$ cat config.mk
export PLATFORM = sky130hd
export DESIGN_NAME = mem_initiator
export DESIGN_NICKNAME = d
export VERILOG_FILES = /design/src/rtl/mem_initiator.sv
export SDC_FILE = /design/constraint.sdc
export NUM_CORES = 1
export LEC_CHECK = 0
export BUFFER_PORTS_ARGS = -buffer_cell sky130_fd_sc_hd__clkbuf_2
export CAP_MARGIN = 30
export CORE_UTILIZATION = 37
export DETAILED_ROUTE_END_ITERATION = 10
export GPL_TIMING_DRIVEN = 0
export PLACE_DENSITY = 0.58
export SLEW_MARGIN = 20
export SYNTH_ARGS = -nofsm -noshare
export SYNTH_HDL_FRONTEND = slang
export SYNTH_SLANG_ARGS = --single-unit
export TNS_END_PERCENT = 1
$ cat constraint.sdc
create_clock -name clk -period 1.7 [get_ports clk]
set_input_delay 0.255 -clock clk [delete_from_list [all_inputs] [get_ports clk]]
set_output_delay 0.255 -clock clk [all_outputs]
set_load 0.05 [all_outputs]
$ cat src/rtl/mem_initiator.sv
// Burst initiator for a 32x8 single-port memory: valid/ready command port, write stream, read stream.
// Optional beat counters (wr_beats, rd_beats) are enabled by defining MEM_INIT_STATS_EN.
module mem_initiator #(
    parameter int ADDR_W = 5,
    parameter int DATA_W = 8,
    parameter int LEN_W  = 3
) (
    input  logic              clk,
    input  logic              rst_n,
    input  logic              cmd_valid,
    output logic              cmd_ready,
    input  logic              cmd_write,
    input  logic [ADDR_W-1:0] cmd_addr,
    input  logic [LEN_W-1:0]  cmd_len,
    input  logic              wr_valid,
    output logic              wr_ready,
    input  logic [DATA_W-1:0] wr_data,
    output logic              rd_valid,
    input  logic              rd_ready,
    output logic [DATA_W-1:0] rd_data,
    output logic              rd_last,
    output logic              busy,
    output logic              mem_write,
    output logic              mem_read,
    output logic [ADDR_W-1:0] mem_addr,
    output logic [DATA_W-1:0] mem_wdata,
`ifdef MEM_INIT_STATS_EN
    output logic [15:0]       wr_beats,
    output logic [15:0]       rd_beats,
`endif
    input  logic [DATA_W-1:0] mem_rdata
);

    typedef enum logic [2:0] {
        IDLE,
        WR,
        RD_ISSUE,
        RD_WAIT,
        RD_CAP,
        RD_RESP
    } state_t;

    state_t            state, state_nx;
    logic [ADDR_W-1:0] cur_addr, cur_addr_nx;
    logic [LEN_W-1:0]  beats_left, beats_left_nx;
    logic              mem_write_nx, mem_read_nx;
    logic [ADDR_W-1:0] mem_addr_nx;
    logic [DATA_W-1:0] mem_wdata_nx;
    logic              rd_valid_nx, rd_last_nx;
    logic [DATA_W-1:0] rd_data_nx;

    always_ff @(posedge clk or negedge rst_n) begin
        if (!rst_n) begin
            state      <= IDLE;
            cur_addr   <= '0;
            beats_left <= '0;
            mem_write  <= 1'b0;
            mem_read   <= 1'b0;
            mem_addr   <= '0;
            mem_wdata  <= '0;
            rd_valid   <= 1'b0;
            rd_data    <= '0;
            rd_last    <= 1'b0;
        end else begin
            state      <= state_nx;
            cur_addr   <= cur_addr_nx;
            beats_left <= beats_left_nx;
            mem_write  <= mem_write_nx;
            mem_read   <= mem_read_nx;
            mem_addr   <= mem_addr_nx;
            mem_wdata  <= mem_wdata_nx;
            rd_valid   <= rd_valid_nx;
            rd_data    <= rd_data_nx;
            rd_last    <= rd_last_nx;
        end
    end

    always_comb begin
        state_nx      = state;
        cur_addr_nx   = cur_addr;
        beats_left_nx = beats_left;
        mem_write_nx  = 1'b0;
        mem_read_nx   = 1'b0;
        mem_addr_nx   = mem_addr;
        mem_wdata_nx  = mem_wdata;
        rd_valid_nx   = rd_valid;
        rd_data_nx    = rd_data;
        rd_last_nx    = rd_last;

        case (state)
            IDLE: begin
                if (cmd_valid) begin
                    cur_addr_nx   = cmd_addr;
                    beats_left_nx = cmd_len;
                    state_nx      = cmd_write ? WR : RD_ISSUE;
                end
            end
            WR: begin
                if (wr_valid) begin
                    mem_write_nx  = 1'b1;
                    mem_addr_nx   = cur_addr;
                    mem_wdata_nx  = wr_data;
                    cur_addr_nx   = cur_addr + ADDR_W'(1);
                    beats_left_nx = beats_left - LEN_W'(1);
                    if (beats_left == '0) state_nx = IDLE;
                end
            end
            RD_ISSUE: begin
                mem_read_nx = 1'b1;
                mem_addr_nx = cur_addr;
                state_nx    = RD_WAIT;
            end
            RD_WAIT: state_nx = RD_CAP;
            RD_CAP: begin
                rd_data_nx  = mem_rdata;
                rd_valid_nx = 1'b1;
                rd_last_nx  = (beats_left == '0);
                state_nx    = RD_RESP;
            end
            RD_RESP: begin
                if (rd_ready) begin
                    rd_valid_nx = 1'b0;
                    if (rd_last) begin
                        state_nx = IDLE;
                    end else begin
                        cur_addr_nx   = cur_addr + ADDR_W'(1);
                        beats_left_nx = beats_left - LEN_W'(1);
                        state_nx      = RD_ISSUE;
                    end
                end
            end
            default: state_nx = IDLE;
        endcase
    end

    assign cmd_ready = (state == IDLE);
    assign wr_ready  = (state == WR);
    // the final write strobe still lands in the cycle after WR has returned to IDLE
    assign busy      = (state != IDLE) || mem_write;

`ifdef MEM_INIT_STATS_EN
    always_ff @(posedge clk or negedge rst_n) begin
        if (!rst_n) begin
            wr_beats <= '0;
            rd_beats <= '0;
        end else begin
            if (mem_write && (wr_beats != '1)) wr_beats <= wr_beats + 16'd1;
            if (rd_valid && rd_ready && (rd_beats != '1)) rd_beats <= rd_beats + 16'd1;
        end
    end
`endif

endmodule

## After elaboration in Yosys (flattened, before gate mapping)

Index checks and enable logic that the tools add are counted.
Widths: inputs -> output; s select.

| operators by class | value |
|---|---|
| muxes and demuxes | 24 |
| reduce and logical (&&, ||, !) cells | 12 |
| $add $sub $neg | 2 |
| equality and inequality tests | 10 |

Operators with widths:

| operator | number |
|---|---|
| $mux 5 | 5 |
| $mux 3 | 8 |
| $pmux 3 s6 | 1 |
| $pmux 5 s3 | 1 |
| $pmux 5 s2 | 1 |
| $pmux 3 s3 | 1 |
| $ne 2x2->1 const B | 4 |
| $eq 3x2->1 const B | 2 |
| $eq 3x3->1 const B | 2 |
| $logic_not 3->1 | 2 |
| $reduce_and 2->1 | 3 |
| $reduce_bool 3->1 | 2 |
| $add 5x1->5 const B | 1 |
| $reduce_and 5->1 | 1 |
| $mux 1 | 4 |
| $mux 2 | 2 |
| $reduce_and 4->1 | 1 |
| $reduce_bool 2->1 | 2 |
| $eq 3x1->1 const B | 1 |
| $sub 3x1->3 const B | 1 |
| $ne 2x1->1 const B | 1 |
| $pmux 1 s2 | 1 |
| $logic_or 1x1->1 | 1 |

| storage, ports and cells | value |
|---|---|
| logic and storage cells | 58 |
| register bits | 36 |
| bits of input ports | 30 |
| output and inout bits | 28 |

## Longest topological paths before layout

Gate-level depths: netlist of the first run.

| logic depth | value |
|---|---|
| depth after elaboration | 4 |
| gate-level depth with buffers | 7 |
| gate-level depth less buffers | 7 |

## Worst setup path before layout of the first run

Ideal clock, no wire load.

| timing path | value |
|---|---|
| path kind | register -> output |
| start point | register state[2] |
| end point | output port busy |
| stages on the path, launching flop included | 4 |
| slack | -0.981 ns |
| arrival time | 2.426 ns |
| data required time | 1.445 ns |
| cells stage by stage | dfrtp_1 -> buf_4 -> nor3_1 -> nand2b_1 |

| between the ends | value |
|---|---|
| cells in the longest elaborated chain, start to end | 2 |

Ends and longest elaborated chain:

| item | RTL line | RTL |
|---|---|---|
| start, declared | 43 | `state_t state, state_nx;` |
| start signal, assigned | 65 | `state <= state_nx;` |
| $reduce_bool 3->1 | 139 | `assign busy = (state != IDLE) \|\| mem_write;` |
| $logic_or 1x1->1 | 139 |  |
| end, declared | 22 | `output logic busy,` |

No other way between the ends.

## Worst setup path after layout of the first run

| timing path | value |
|---|---|
| start point | register state[0] |
| end point | output port cmd_ready |

| between the ends | value |
|---|---|
| cells in the longest elaborated chain, start to end | 1 |

Ends and longest elaborated chain:

| item | RTL line | RTL |
|---|---|---|
| $logic_not 3->1 | 136 | `assign cmd_ready = (state == IDLE);` |
| end, declared | 11 | `output logic cmd_ready,` |

No other way between the ends.

==> impl_metrics.toml, run 1 <==
[synth]
synth_area_leaders = "dfrtp_1 (53%), mux2_2 (16%), ha_1 (2.9%), o21ai_0 (2.9%), nor2_1 (2.0%)"
avgSynthCellArea_um2 = 11.6
synth_nets = 181
synthArstFlopShare = 1.00
synth_top_area_cell = "dfrtp_1"
netlist_instances = 147
netlist.area_leader.share = 0.531
synth_common_cells = "dfrtp_1 (36), mux2_2 (24), o21ai_0 (10)"
synth_edf_count = 0
ys.flop_type = "dfrtp_1"
synth_xor_xnor_area_share = 0
synth_warnings = 0
synth_fa_ha_area_frac = 0.0295
netlist_area_mm2 = 0.00170
yosysMostFrequentCell = "dfrtp_1"
yosysUniqueCellTypes = 31
synth_top_family_by_area = "multiplexers"
synth_compound_area_frac = 0.0936
ys_seq_elements = 36
seq_area_frac_synth = 0.531
synth_mux_area_frac = 0.186
synth-simple-area-share = 0.125

[worst_setup_path]
path_class = "flip-flop to primary output"
crit_path_end_kind = "primary output"
crit_family = "buffers and inverters"
path_depth = 3
r2r-start = "state[0]"
cpPeakStageDelay_ns = 0.44
crit_buf_inv = 2
cp.required_ns = 1.44
r2r-end = "beats_left[0]"
worstPathArrival_ns = 1.41
worstRegToRegCells = 5
slowest_stage = "dfrtp_2"
critPathMaxFanout = 10
crit_chain = "buf_2 -> nor3_4 -> clkbuf_4"
reg2reg_slack_ns = 0.07
cp-start-kind = "flip-flop"
cp-startpoint = "state[0]"
cp-endpoint = "cmd_ready"

[sta]
setup_ws_ns = 0.0392
rsz0062_at_grt = "yes"
setup_viol_count_final = 0
maxSlewHeadroom = 0.683
setup_tns_ns = 0
drv_slew = 0
fin_crit_ns = 1.66
fin_crit_sh = 0.977
finalHoldViolCount = 0
fmax_mhz = 602
worst_pin_slew_ns = 0.476
fin_skew_ns = 0.0109

[floorplan]
die_h_um = 69.7
dieArea_mm2 = 0.00486
num_io_pins = 58
start_util = 0.387
core_area_mm2 = 0.00438
dieWidth_um = 69.7
rows = 24

[final_layout]
synthToLayoutAreaGrowth_pct = 32.6
drive_above_1_share = 0.507
utilization = 0.514
fillers = 409
final_area_mm2 = 0.00225
finalNetCount = 248
antenna_cells = 0

[clock_tree]
numClockSinks = 36
root_buffer = "clkbuf_8"
clk_pin_slew_ns = 0.07
clkLatencyLatePin_ns = 0.29
cts.htree.levels = 2
cts_tree = "yes"
cts_made_buffers = 5
clockBufferDepth = 2

[detailed_routing]
wl_per_cell_um = 14.3
drt_iter0_markers = 84
dr.pass1.iters = 2
ant_nets = 0
routed-via-count = 1381
viasPerCell = 5.17
totalWireLength_um = 3820
drc = 0

[hold_path]
holdCritPathClass = "input pin to flip-flop"
hp-start = "mem_rdata[5]"

[placed_design]
dpl.hpwl_um = 2810
io_buffer_count = 57
dpl-instance-area_mm2 = 0.00206
place_congestion = 0.749
place_ws_ns = -0.0782

[grt]
grt_pass1_vias = 1389
grt-ovfl-total = 0
grt_pass1_wl_um = 6290
antenna_found_initial = 0
grt_max_degree = 37
grt_usage = 0.168

[run]
max_cap_viol_count = 0

[run_status]
status = "completed"
-- placed cells by master (no fill, tap or decap), drive strengths merged, types with 2 or more instances in the layout --
cell,n
clkbuf,63
dfrtp,36
mux2,25
nor2,11
o21ai,10
buf,9
nand2,8
nor3,8
a21oi,5
inv,5
o31ai,4
ha,4
nor2b,3
mux2i,3
nand3,3
nor4,2
a211o,2
clkinvlp,2
nand2b,2
-- cells by family after synthesis --
group	count (synthesis)
AOI/OAI and AO/OA	26
adders and majority gates	4
buffers and inverters	13
DFF	36
muxes	28
and+or+nand+nor	40
-- worst min path at each step --
stage / slack, ns / cells past startpoint / endpoint
2_1_floorplan: -0.04 / 0 / beats_left[0]
3_3_place_gp: 0.40 / 1 / mem_wdata[1]
3_5_place_dp: 0.42 / 1 / mem_wdata[1]
4_1_cts: 0.10 / 1 / rd_data[3]
5_1_grt: 0.19 / 2 / rd_data[3]
6_report: 0.20 / 2 / rd_data[5]
-- sequential cells by signal (all words and copies together), names as in the netlist --
signal,cells
cur_addr,5
mem_wdata,8
rd_data,8
rd_valid,1
beats_left,3
rd_last,1
mem_read,1
state,3
mem_addr,5
mem_write,1
-- per-stage QoR --
step / std cells / hold slack (ns)
2_1_floorplan: 147 / -0.0406
3_3_place_gp: 256 / 0.403
3_5_place_dp: 256 / 0.416
4_1_cts: 264 / 0.102
5_1_grt: 267 / 0.195
6_report: 267 / 0.195
-- worst reg2reg max path, delay by kind of cell, from the launching register on --
kind | cells | cell delay (ns)
flip-flops | 1 | 0.44
multiplexers | 1 | 0.32
AO/OA/AOI/OAI | 1 | 0.28
AND/OR/NAND/NOR | 2 | 0.27
buffers and inverters | 1 | 0.22
-- metal layers --
metal / routed length, µm / vias up / GRT usage / part of all wire
li1: - / 662 / - / -
met5: 0 / - / 0 / 0
met3: 213 / 6 / 0.0465 / 0.056
met4: 59 / 0 / 0.0867 / 0.015
met2: 1930 / 38 / 0.276 / 0.50
met1: 1620 / 675 / 0.200 / 0.42
-- final cells by class --
cell class	instances	area, µm²	area share
inverter	5	18.8	0.00833
tap	52	65.1	0.0289
clock inverter	3	23.8	0.0106
multi-input combinational	98	763	0.339
timing repair buffer	60	345	0.153
clock buffer	5	68.8	0.0306
buffer	8	65.1	0.0289
sequential	36	902	0.401
-- repair_timing --
item | 4_1_cts | 5_1_grt
resized for setup | 11 | 8
hold endpoints to repair | 0 | 12
pin swaps | 0 | 1
hold buffers | 0 | 1
endpoints found under the setup margin | 5 | 30
setup buffers | 0 | 1
Power of run 1 is left out: the tool's default activity adds up to more than one toggle a clock period on the data nets, which glitch-free logic cannot reach.
==> run 2, diff against run 1 <==
--- a/config.mk
+++ b/config.mk
@@ -11,6 +11,7 @@
 export DETAILED_ROUTE_END_ITERATION = 10
 export GPL_TIMING_DRIVEN = 0
 export PLACE_DENSITY = 0.58
+export REMOVE_ABC_BUFFERS = 1
 export SLEW_MARGIN = 20
 export SYNTH_ARGS = -nofsm -noshare
 export SYNTH_HDL_FRONTEND = slang
==> run 2 against run 1 <==
  * The run now ends with setup timing left
  * Core utilization is 0.057 points higher
  * Global-route usage decreased by 0.57 points
  * Setup slack lost 0.043 ns
  * Routed wire length fell by 1.8%
  * Maximum frequency fell by 2.5%
  * Clock skew fell by 0.0024 ns
  * Sequential share of layout area rose by 0.067 points
  * Flip-flop and latch count did not move
  * Clock-buffer cell count grew 2
  * Critical path type is now flip-flop to flip-flop
==> impl_metrics.toml, run 2 (synthesis gave the netlist of run 1 again) <==
[run_status]
status = "complete, but fails checks"
failed_checks = "setup timing"

[worst_setup_path]
cp-startpoint = "state[1]"
cp.required_ns = 1.87
cp-start-kind = "flip-flop"
cp-endpoint = "cur_addr[0]"
critPathMaxFanout = 11
r2r-end = "cur_addr[0]"
r2r-start = "state[1]"
reg2reg_slack_ns = -0.003
worstPathArrival_ns = 1.87
path_class = "flip-flop to flip-flop"
crit_path_end_kind = "flip-flop"
worstRegToRegCells = 4

[sta]
setup_viol_count_final = 1
whs_ns = 0.197
rsz0062_at_grt = "yes"
maxSlewHeadroom = 0.563
fmax_mhz = 587
setup_ws_ns = -0.00347
drv_slew = 0
fin_crit_ns = 1.70
fin_crit_sh = 1.00
fin_skew_ns = 0.00850
worst_pin_slew_ns = 0.652
finalHoldViolCount = 0

[final_layout]
finalNetCount = 247
drive_above_1_share = 0.505
layout_commonest_cell = "clkbuf_2"
antenna_cells = 0
synthToLayoutAreaGrowth_pct = 32.8
top_regs = "mem_wdata: 8 flops, rd_data: 8 flops"
layout_common_cells = "clkbuf_2 (56), dfrtp_1 (33), mux2_2 (24), o21ai_0 (10), nor2_1 (9)"
fillers = 410

[clock_tree]
cts_tree = "yes"
clockBufferDepth = 2
clkLatencyLatePin_ns = 0.29
clk_pin_slew_ns = 0.07
numClockSinks = 36
cts_made_buffers = 5
root_buffer = "clkbuf_8"
cts.htree.levels = 2

[floorplan]
dieArea_mm2 = 0.00486
dieWidth_um = 69.7
num_io_pins = 58
rows = 24
core_area_mm2 = 0.00438
die_h_um = 69.7
start_util = 0.387

[grt]
grt_usage = 0.162
grt_max_degree = 37
antenna_found_initial = 0
grt-ovfl-total = 0
grt_pass1_vias = 1322
grt_pass1_wl_um = 6190

[detailed_routing]
wl_per_cell_um = 14.1
viasPerCell = 5.06
drc = 0
totalWireLength_um = 3750
dr.pass1.iters = 4
ant_nets = 0
routed-via-count = 1346
drt_iter0_markers = 64

[placed_design]
place_congestion = 0.854
dpl.hpwl_um = 2560
io_buffer_count = 57

[run]
max_cap_viol_count = 0

[hold_path]
holdCritPathClass = "input pin to flip-flop"
min_path_cells = 2
-- run 2: cell count changes in the layout (fill, tap and decap cells not counted), sizes merged --
cell | previous run | this run
buf | 9 | 8
clkbuf | 63 | 64
clkinv | 1 | 0
clkinvlp | 2 | 1
dlymetal6s2s | 0 | 1
-- run 2: how the worst min path moves through the flow --
stage	slack (ns)	start	endpoint
after global placement	0.41	rst_n	rd_data[0]
after CTS	0.12	rst_n	rd_last
final	0.20	mem_rdata[7]	rd_data[7]
after floorplan	-0.04	rst_n	beats_left[0]
after detailed placement	0.44	rst_n	rd_data[4]
after global routing	0.19	wr_data[4]	mem_wdata[4]
-- run 2: area by class of cell --
type | count | area (µm²) | area share
Multi-Input combinational cell | 98 | 774 | 0.344
Sequential cell | 36 | 905 | 0.401
Inverter | 5 | 18.8 | 0.00832
Timing Repair Buffer | 67 | 398 | 0.176
Clock inverter | 1 | 7.51 | 0.00333
Clock buffer | 7 | 86.3 | 0.0383
Tap cell | 52 | 65.1 | 0.0289
-- run 2: through the flow --
stage	worst slack, ns	TNS [ns]	instances	util	instance area, µm²
after floorplan	-0.967	-3.47	139	-	1660
after CTS	-0.0577	-0.326	260	0.495	2170
after global routing	-0.0763	-0.614	266	0.514	2250
after global placement	-0.684	-6.06	248	0.457	2010
after detailed placement	-0.748	-7.63	248	0.457	2010
final	-0.00347	-0.00347	266	0.514	2250
-- run 2: repair_timing --
action                                 CTS  global route
gates resized for setup                 13             4
endpoints found under the hold margin    0            14
setup endpoints to repair               30            33
buffers inserted                         4             4
pin swaps                                1             1
hold buffers                             0             1
-- run 2: worst max-delay path, cell delays in order (launching register included) --
cell	delay (ns)
dfrtp_2	0.45
nand3b_1	0.25
mux2i_4	0.28
or2_4	0.30
a211o_1	0.30
-- run 2: per-layer routing --
layer | part of all wire | global-route usage | up-vias
li1 | - | - | 653
met1 | 0.44 | 0.200 | 651
met2 | 0.50 | 0.270 | 38
met3 | 0.050 | 0.0451 | 4
met4 | 0.011 | 0.0600 | 0
met5 | 0 | 0 | -
Power of run 2 is left out for the same reason.
==> run 3, diff against run 2 <==
==> constraint.sdc (replaced) <==
create_clock -name clk -period 2.15 [get_ports clk]
set_input_delay 0.3225 -clock clk [delete_from_list [all_inputs] [get_ports clk]]
set_output_delay 0.3225 -clock clk [all_outputs]
set_load 0.05 [all_outputs]
==> run 3 against run 2 <==
  * The flow now finishes without violations
  * Routed wire length down 4.2%
  * Hold slack gained 0.071 ns
  * Setup slack improved by 0.24 ns
  * First-iteration DRC count unchanged
  * Clock-buffer cell count unchanged
  * Clock skew is essentially flat
  * Core utilization is 2.0 points lower
  * Die area unchanged
==> impl_metrics.toml, run 3 (synthesis gave the netlist of run 1 again) <==
[detailed_routing]
viasPerCell = 5.11
wl_per_cell_um = 13.9
totalWireLength_um = 3600
drc = 0
routed-via-count = 1319
dr.pass1.iters = 4
ant_nets = 0
drt_iter0_markers = 64

[clock_tree]
clockBufferDepth = 2
clk_pin_slew_ns = 0.08
root_buffer = "clkbuf_8"
cts_made_buffers = 5
clkLatencyLatePin_ns = 0.29
cts.htree.levels = 2
numClockSinks = 36
cts_tree = "yes"

[sta]
setup_tns_ns = 0
fin_crit_ns = 1.91
drv_slew = 0
fin_skew_ns = 0.00872
finalHoldViolCount = 0
fin_crit_sh = 0.890
worst_pin_slew_ns = 0.656
rsz0062_at_grt = "no"
setup_viol_count_final = 0
maxSlewHeadroom = 0.560
setup_ws_ns = 0.236
fmax_mhz = 523

[worst_setup_path]
crit_buf_inv = 1
crit_path_end_kind = "flip-flop"
cp-startpoint = "state[1]"
cp.required_ns = 2.31
r2r-start = "state[1]"
worstPathArrival_ns = 2.07
slowest_stage = "dfrtp_1"
cp-start-kind = "flip-flop"
path_class = "flip-flop to flip-flop"
cpPeakStageDelay_ns = 0.56
crit_family = "flip-flops"
critPathMaxFanout = 11
crit_chain = "inv_1 -> ha_1 -> mux2i_4 -> or2_1 -> o21ai_0"

[placed_design]
dpl.hpwl_um = 2560
dpl-instance-area_mm2 = 0.00201
place_congestion = 0.854
io_buffer_count = 57
place_ws_ns = -0.298

[floorplan]
core_area_mm2 = 0.00438
rows = 24
dieArea_mm2 = 0.00486
die_h_um = 69.7
start_util = 0.387
num_io_pins = 58
dieWidth_um = 69.7

[run_status]
status = "completed"

[final_layout]
antenna_cells = 0
final_area_mm2 = 0.00217
finalNetCount = 239
top_regs = "mem_wdata: 8 flops, rd_data: 8 flops"
regArea_um2 = 903
fillers = 425
layout_commonest_cell = "clkbuf_2"
drive_above_1_share = 0.476
layout_common_cells = "clkbuf_2 (57), dfrtp_1 (34), mux2_2 (24), o21ai_0 (10), nor2_1 (9)"
synthToLayoutAreaGrowth_pct = 27.6
multi_input_area_um2 = 762

[hold_path]
hp-start = "mem_rdata[7]"
holdCritPathClass = "input pin to flip-flop"

[grt]
grt_max_degree = 37
antenna_found_initial = 0
grt_pass1_wl_um = 6070
grt-ovfl-total = 0
grt_usage = 0.159
grt_pass1_vias = 1297

[run]
max_cap_viol_count = 0
[run 3: cell types whose count changed in the layout (fill, tap and decap cells not counted), sizes merged]
cell          delta
buf              -7
dlymetal6s2s     -1
[run 3: per-layer routing]
metal,vias to the layer above,part of all wire,track usage,wire length [µm]
li1,641,-,-,-
met1,644,0.45,0.198,1610
met2,28,0.50,0.261,1800
met3,6,0.039,0.0451,139
met4,0,0.015,0.0600,54
met5,-,0,0,0
[run 3: worst paths after layout]
path | slack, ns | cells after the start | endpoint
max | 0.24 | 5 | cur_addr[4]
min reg2reg | 0.48 | 1 | rd_valid
max in group asynchronous | 1.18 | 3 | state[2]
max reg2reg | 0.24 | 5 | cur_addr[4]
min in group asynchronous | 0.51 | 2 | cur_addr[3]
min | 0.27 | 2 | rd_data[7]
[run 3: through the flow]
| step | std cells | utilization | hold WS [ns] |
|---|---|---|---|
| global route | 258 | 0.494 | 0.259 |
| CTS | 256 | 0.482 | 0.189 |
| global placement | 248 | 0.457 | 0.462 |
| floorplan | 139 | - | 0.0269 |
| detailed placement | 248 | 0.457 | 0.469 |
| finish | 258 | 0.494 | 0.268 |
[run 3: final cells by class]
cell class / instances / share of cell area
sequential: 36 / 0.417
tap: 52 / 0.0300
clock inverter: 1 / 0.00347
timing repair buffer: 59 / 0.149
clock buffer: 7 / 0.0399
inverter: 5 / 0.00867
multi-input combinational: 98 / 0.352
[run 3: worst reg2reg max path, stage by stage, from the launching register on]
cell	delay, ns
dfrtp_1	0.56
inv_1	0.18
ha_1	0.27
mux2i_4	0.32
or2_1	0.32
o21ai_0	0.16
[run 3: what timing repair did]
item | CTS | global route
setup endpoints to repair | 9 | 9
resized for setup | 5 | 3
hold buffers | 0 | 1
cloned | 0 | 0
buffers inserted | 0 | 0
endpoints found under the hold margin | 0 | 14
Power of run 3 is left out for the same reason.
